**src/rtl/mem_port_arbiter_pkg.sv**
```systemverilog
// Shared constants and tag helpers for the fetch/data SRAM port arbiter.
package mem_port_arbiter_pkg;

  localparam int DATA_W = 32;
  localparam int STRB_W = 4;

  localparam logic OWN_FETCH = 1'b0;
  localparam logic OWN_DATA  = 1'b1;

  localparam int TAG_VALID = 0;
  localparam int TAG_OWNER = 1;
  localparam int TAG_WRITE = 2;
  localparam int TAG_W     = 3;

  function automatic logic [TAG_W-1:0] make_tag(input logic valid, input logic owner,
                                                input logic is_write);
    make_tag = '0;
    make_tag[TAG_VALID] = valid;
    make_tag[TAG_OWNER] = owner;
    make_tag[TAG_WRITE] = is_write;
  endfunction

  // A redirect invalidates fetch entries only; data entries keep flowing.
  function automatic logic [TAG_W-1:0] kill_clear(input logic [TAG_W-1:0] tag, input logic kill);
    kill_clear = tag;
    if (kill && tag[TAG_OWNER] == OWN_FETCH) kill_clear[TAG_VALID] = 1'b0;
  endfunction

endpackage

```
**src/rtl/arb_tag_pipe.sv**
```systemverilog
// Owner-tag shift register matching the SRAM read latency; fetch entries
// can be invalidated in flight by a redirect.
module arb_tag_pipe
  import mem_port_arbiter_pkg::*;
#(
  parameter int MEM_LAT = 1
) (
  input  logic             clk,
  input  logic             rst_n,
  input  logic             kill_fetch,
  input  logic [TAG_W-1:0] tag_in,
  output logic [TAG_W-1:0] tag_out
);

  logic [TAG_W-1:0] stage [MEM_LAT];

  always_ff @(posedge clk or negedge rst_n) begin
    if (!rst_n) begin
      for (int i = 0; i < MEM_LAT; i++) stage[i] <= '0;
    end else begin
      stage[0] <= kill_clear(tag_in, kill_fetch);
      for (int i = 1; i < MEM_LAT; i++) stage[i] <= kill_clear(stage[i-1], kill_fetch);
    end
  end

  assign tag_out = stage[MEM_LAT-1];

endmodule

```
**src/rtl/mem_port_arbiter.sv**
```systemverilog
// Arbitrates the single-port SRAM between fetch and load/store, with a
// starvation guard for fetch and fixed-latency response routing.
module mem_port_arbiter
  import mem_port_arbiter_pkg::*;
#(
  parameter int MEM_LAT    = 1,
  parameter int STARVE_MAX = 4
) (
  input  logic              clk,
  input  logic              rst_n,
  input  logic              i_req,
  input  logic [DATA_W-1:0] i_addr,
  input  logic              i_kill,
  output logic              i_gnt,
  output logic              i_rvalid,
  output logic [DATA_W-1:0] i_rdata,
  input  logic              d_req,
  input  logic              d_we,
  input  logic [DATA_W-1:0] d_addr,
  input  logic [DATA_W-1:0] d_wdata,
  input  logic [STRB_W-1:0] d_wstrb,
  output logic              d_gnt,
  output logic              d_rvalid,
  output logic [DATA_W-1:0] d_rdata,
  output logic              mem_en,
  output logic [STRB_W-1:0] mem_we,
  output logic [DATA_W-1:0] mem_addr,
  output logic [DATA_W-1:0] mem_wdata,
  input  logic [DATA_W-1:0] mem_rdata
);

  localparam logic [3:0] STARVE_LIM = 4'(STARVE_MAX);

  logic [3:0]       starve_cnt;
  logic             fetch_ok;
  logic [TAG_W-1:0] tag_in;
  logic [TAG_W-1:0] tag_out;
  logic             exit_valid;

  assign fetch_ok = i_req && !i_kill;

  // Grants are gated by rst_n so nothing reaches the SRAM while in reset.
  always_comb begin
    i_gnt = 1'b0;
    d_gnt = 1'b0;
    if (rst_n) begin
      if (starve_cnt == STARVE_LIM && fetch_ok) i_gnt = 1'b1;
      else if (d_req)                           d_gnt = 1'b1;
      else if (fetch_ok)                        i_gnt = 1'b1;
    end
  end

  always_comb begin
    mem_addr  = '0;
    mem_wdata = '0;
    mem_we    = '0;
    if (i_gnt) begin
      mem_addr = i_addr;
    end else if (d_gnt) begin
      mem_addr  = d_addr;
      mem_wdata = d_wdata;
      if (d_we) mem_we = d_wstrb;
    end
  end

  assign mem_en = i_gnt | d_gnt;

  always_ff @(posedge clk or negedge rst_n) begin
    if (!rst_n)                                       starve_cnt <= '0;
    else if (!i_req || i_gnt)                         starve_cnt <= '0;
    else if (d_gnt && starve_cnt != STARVE_LIM)       starve_cnt <= starve_cnt + 4'd1;
  end

  assign tag_in = make_tag(mem_en, d_gnt ? OWN_DATA : OWN_FETCH, d_gnt && d_we);

  arb_tag_pipe #(.MEM_LAT(MEM_LAT)) u_tag_pipe (
    .clk        (clk),
    .rst_n      (rst_n),
    .kill_fetch (i_kill),
    .tag_in     (tag_in),
    .tag_out    (tag_out)
  );

  // A fetch leaving the pipe in the same cycle as a redirect is also dropped.
  assign exit_valid = tag_out[TAG_VALID];
  assign i_rvalid   = exit_valid && tag_out[TAG_OWNER] == OWN_FETCH && !i_kill;
  assign d_rvalid   = exit_valid && tag_out[TAG_OWNER] == OWN_DATA;
  assign i_rdata    = i_rvalid ? mem_rdata : '0;
  assign d_rdata    = (d_rvalid && !tag_out[TAG_WRITE]) ? mem_rdata : '0;

endmodule

```
**config.mk**
```make
export PLATFORM = sky130hd
export DESIGN_NAME = mem_port_arbiter
export DESIGN_NICKNAME = d
export VERILOG_FILES = /design/src/rtl/mem_port_arbiter_pkg.sv /design/src/rtl/arb_tag_pipe.sv /design/src/rtl/mem_port_arbiter.sv
export SDC_FILE = /design/constraint.sdc
export NUM_CORES = 1
export LEC_CHECK = 0
export BUFFER_PORTS_ARGS = -buffer_cell sky130_fd_sc_hd__buf_4
export CAP_MARGIN = 20
export CELL_PAD_IN_SITES_DETAIL_PLACEMENT = 0
export CELL_PAD_IN_SITES_GLOBAL_PLACEMENT = 1
export CORE_MARGIN = 10
export CORE_UTILIZATION = 20
export CTS_CLUSTER_SIZE = 14
export DETAILED_ROUTE_END_ITERATION = 16
export PLACE_DENSITY = 0.86
export SYNTH_ARGS = -nofsm -noshare
export SYNTH_HDL_FRONTEND = slang
export SYNTH_SLANG_ARGS = --single-unit
```
**constraint.sdc**
```tcl
create_clock -name clk -period 2.7 [get_ports clk]
set_input_delay 0.27 -clock clk [delete_from_list [all_inputs] [get_ports clk]]
set_output_delay 0.27 -clock clk [all_outputs]
set_load 0.03 [all_outputs]
```
======== Word level (Yosys, flattened, before mapping) ========
Index checks and enable logic that the tools add are counted.
word-level totals
  register bits after elaboration ......... 7
  output and inout bits ................... 137
  logic and storage cells ................. 42
operators by class
  $add $sub $neg .......................... 1
  equality and inequality tests ........... 2
  muxes and demuxes ....................... 20
  reduce and logical (&&, ||, !) cells .... 14
  bitwise logic cells ..................... 3
operators by type and width
  cell                   number
  $mux W32               6
  $mux W4                5
  $logic_and A1 B1 Y1    9
  $mux W1                9
  $add A4 B1 Y4 const B  1
  $eq A4 B3 Y1 const B   1
  $ne A4 B3 Y1 const B   1
  $logic_not A1 Y1       3
  $not A1 Y1             2
  $reduce_bool A2 Y1     1
  $logic_or A1 B1 Y1     1
  $or A1 B1 Y1           1

======== Longest topological paths before layout ========
  word-level depth ........................ 9
  depth in mapped cells ................... 8

======== Hierarchy ========
From an unflattened synthesis, not the netlist that was laid out.
second synthesis, totals
  cells, all modules ...................... 341
  area, all modules ....................... 2,147.1 um^2
by module, submodules not included
  module            cells each  times used  area an instance (um^2)
  mem_port_arbiter  336         1           2,060.7
  arb_tag_pipe      5           1           86.3

======== Least setup slack after synthesis ========
OpenSTA, ideal clock, no wires.
  path kind ............................... reg-to-output
  from .................................... reg starve_cnt[0]
  to ...................................... out mem_wdata[17]
  path buffers ............................ 2
  required time ........................... 2,430 ps
  stages on the path, launching flop included .. 8
  arrival time ............................ 1,638 ps
  setup slack ............................. 792 ps
  cells stage by stage .................... dfrtp_1 -> inv_1 -> ha_1 -> and3b_1 -> buf_6 -> a21oi_2 -> buf_2 -> and2_1
on the way
  word-level cells in the longest chain between the ends .. 6
ends and longest elaborated chain
  what                    line                    source
  from (decl)             mem_port_arbiter.sv:34  logic [3:0] starve_cnt;
  from (signal assigned)  mem_port_arbiter.sv:71  else if (d_gnt && starve_cnt != STARVE_LIM) starve_cnt <= starve_cnt + 4'd1;
  $eq A4 B3 Y1            mem_port_arbiter.sv:47  if (starve_cnt == STARVE_LIM && fetch_ok) i_gnt = 1'b1;
  $logic_and A1 B1 Y1     mem_port_arbiter.sv:47
  $mux W1                 mem_port_arbiter.sv:47
  $mux W1                 mem_port_arbiter.sv:46  if (rst_n) begin
  net d_gnt               mem_port_arbiter.sv:22  output logic d_gnt,
  $mux W32                mem_port_arbiter.sv:59  end else if (d_gnt) begin
  $mux W32                mem_port_arbiter.sv:57  if (i_gnt) begin
  to (decl)               mem_port_arbiter.sv:28  output logic [DATA_W-1:0] mem_wdata,
The timed path passes the listed nets, and every way through them passes these cells.

======== Final worst setup path ========
  from .................................... reg starve_cnt[0]
  to ...................................... out i_gnt
on the way
  word-level cells in the longest chain between the ends .. 4
ends and longest elaborated chain
  what                 line                    source
  $eq A4 B3 Y1         mem_port_arbiter.sv:47
  $logic_and A1 B1 Y1  mem_port_arbiter.sv:47
  $mux W1              mem_port_arbiter.sv:47
  $mux W1              mem_port_arbiter.sv:46
  to (decl)            mem_port_arbiter.sv:14  output logic i_gnt,
No other way between the ends.

==> out/qor.txt <==
Fillers -> 1087
Crit-path max FO -> 12
Max cap viols -> 0
Mean Syn Cell Area -> 6.30 µm²
Die Height -> 124 µm
Largest net degree at the start of global routing -> 40
DP Worst Slack -> 0.558 ns
Remaining DRCs -> 0
Drt initial violations -> 93
Worst-Skew Late Latency -> 0.23 ns
Final Max Slew Viols -> 0
Die Wd -> 124 µm
Crit Path Class -> reg2out
First-pass iteration count of the detailed router -> 4
Number of buffers created by CTS -> 3
Reg2Reg Setup Slack -> 0.80 ns
RSZ-0062 raised after global routing -> no
Outcome -> finished, final reports clean
Core area -> 0.0104 mm²
Site row count -> 37
Sequential cell area -> 175 µm²
# setup viols final -> 0
Routability Congestion -> 0.856
Layout Cells excl Fill -> 724
Synth area leader -> and2_1
Critical Path Source Type -> flop
Congestion Overflow GR -> 0
Gr usage total -> 14.3%
Vias per cell -> 4.57
Leakage power -> 0.00225 µW
Synth area leaders -> and2_1 (29%), a21oi_1 (15%), nand3b_1 (12%), o21a_1 (12%), dfrtp_1 (8.2%)
R2R Path Start -> starve_cnt[0]$_DFFE_PN0P_
Starting Density -> 20.7%
Syn nets -> 480
Layout cells sized above 1 -> 49.5%
Placed cells -> 720
IO Port Bufs -> 274
Sequential-to-total area share from yosys stat -> 8.17%
PwrDens -> 201 mW/mm²
Min-Delay Path Class -> in2async
Post-Route WL -> 12.7 mm
Hold buffers post-CTS -> 0
Synth async-reset ratio -> 100%
Fin. Hold Viols -> 0
Post-DP HPWL -> 10.6 mm
Final worst path period share -> 89.1%
Top-area cell type share of the netlist area -> 28.6%
Nets -> 729
CP endpoint kind -> primary output
Root Buffer -> clkbuf_8
Reg-to-Reg End -> starve_cnt[2]$_DFFE_PN0P_
Synth Warn # -> 0
# diodes -> 0
Number of global-route vias before repair -> 3288
Synthesized area -> 0.00214 mm²
Setup ws final -> 0.295 ns
Longest Clk Path Bufs -> 2
Final ANT Viol Nets -> 0
Postcts setup bufs -> 0
CP required -> 2.43 ns
Global-route wire length before repair -> 18.0 mm
FF+latch count, synth -> 7
Clock-pin slew on the worst setup and hold paths -> 0.04 ns
VDD IR max -> 83.2 µV
Critical Path AT -> 2.13 ns
Routed vias -> 3308
Relative max-transition margin -> 64.9%
Post-synth EDFFs -> 0
Tmin final -> 2.40 ns
Cells on worst reg2reg path -> 5
Setup Skew -> 0.00549 ns
Post_cts resized -> 0
Design Power -> 868 µW
Area occupied by multi-input gates -> 0.00177 mm²
WL/cell -> 17.5 µm
Area Overhead vs Synth -> 101%
Setup TNS -> 0 ns
# H-tree levels -> 1
DIE AREA -> 0.0153 mm²
Synth cell types -> 27
Num ports -> 275
Clock sinks -> 7
Syn Inst Count -> 340
Leading register cell type out of synthesis -> dfrtp_1
CTS tree -> built
Top achievable clock speed -> 0.416 GHz
Antenna violations before repair -> 0
Slew @ Worst Pin -> 0.524 ns
[cell usage after synthesis (all sizes together) (3+ instances only)]
library cell	number
clkbuf	22
dfrtp	7
o21a	34
inv	4
buf	18
and2	98
a211oi	3
and3	4
nand3b	34
a21oi	66
nand2	33
o21ai	3
[power breakdown]
part / leakage (µW) / switching (µW) / internal [µW]
registers: 0.0000941 / 2.56 / 109
logic: 0.00213 / 319 / 286
clock network: 0.0000228 / 48.3 / 102
[worst max-delay path, cell delays in order (launching register included)]
cell and delay (ns):
dfrtp_1 0.41, inv_1 0.08, ha_1 0.20, nand3b_1 0.39
a21oi_1 0.56, buf_4 0.26
[cell usage in the layout, fill, tap and decap left out]
master    count
nor2b_2       1
dfrtp_1       7
a211oi_2      1
or3_1         1
or4_1         1
nor3b_2       1
nand4_1       2
and3b_1       1
a31oi_1       1
nor4b_1       1
and2b_1       1
a211oi_1      2
clkbuf_1      1
a21oi_1      65
buf_12        1
and3_1        4
and2_1       98
buf_4       283
a21oi_2       1
inv_1         4
nor2b_1       1
o21ai_0       3
nor4_1        1
nand3b_1     34
nand2_1      33
clkbuf_8      3
ha_1          2
o21a_1       34
[layout make-up]
class	instances	share of cell area [%]
clock buffer	4	1.04
inverter	4	0.348
multi-input combinational	289	40.9
sequential	7	4.06
tap	136	3.94
timing repair buffer	284	49.7
[through the flow]
stage               instance area [µm²]  hold slack, ns  utilization (%)
detailed placement                 4270           0.504             41.2
finish                             4320           0.252             41.6
floorplan                          2140         -0.0256                -
CTS                                4320           0.256             41.6
global route                       4320           0.286             41.6
global placement                   4270           0.501             41.2
[flip-flops by register name (all words and copies together) (netlist names)]
signal,flops
u_tag_pipe.tag_out,3
starve_cnt,4
[logic make-up (layout without fill, tap and decap cells)]
family,Yosys count,after routing,share of synthesized area [%]
simple gates,180,180,51.1
compound gates,107,107,29.8
buf+inv,44,292,9.81
flops,7,7,8.17
fa+ha+maj,2,2,1.17
[layer usage]
metal / track usage [%] / part of all wire [%] / vias to the layer above
met5: 0 / 0 / -
met4: 3.20 / 0.79 / 0
met3: 5.10 / 13 / 6
met2: 24.7 / 50 / 173
met1: 16.7 / 37 / 1489
li1: - / - / 1640
[worst max-delay path by stage]
stage                                         start       endpoint  slack (ns)  cells after the start
final                     starve_cnt[0]$_DFFE_PN0P_          i_gnt        0.30                      5
after global routing      starve_cnt[0]$_DFFE_PN0P_   mem_addr[19]        0.12                      7
after CTS                 starve_cnt[0]$_DFFE_PN0P_      mem_we[3]        0.31                      8
after detailed placement  starve_cnt[0]$_DFFE_PN0P_      mem_we[3]        0.56                      8
after global placement                       i_kill   mem_addr[11]        0.62                      6
after floorplan           starve_cnt[0]$_DFFE_PN0P_  mem_wdata[17]        0.79                      7
(Power assumes the default switching activity.)
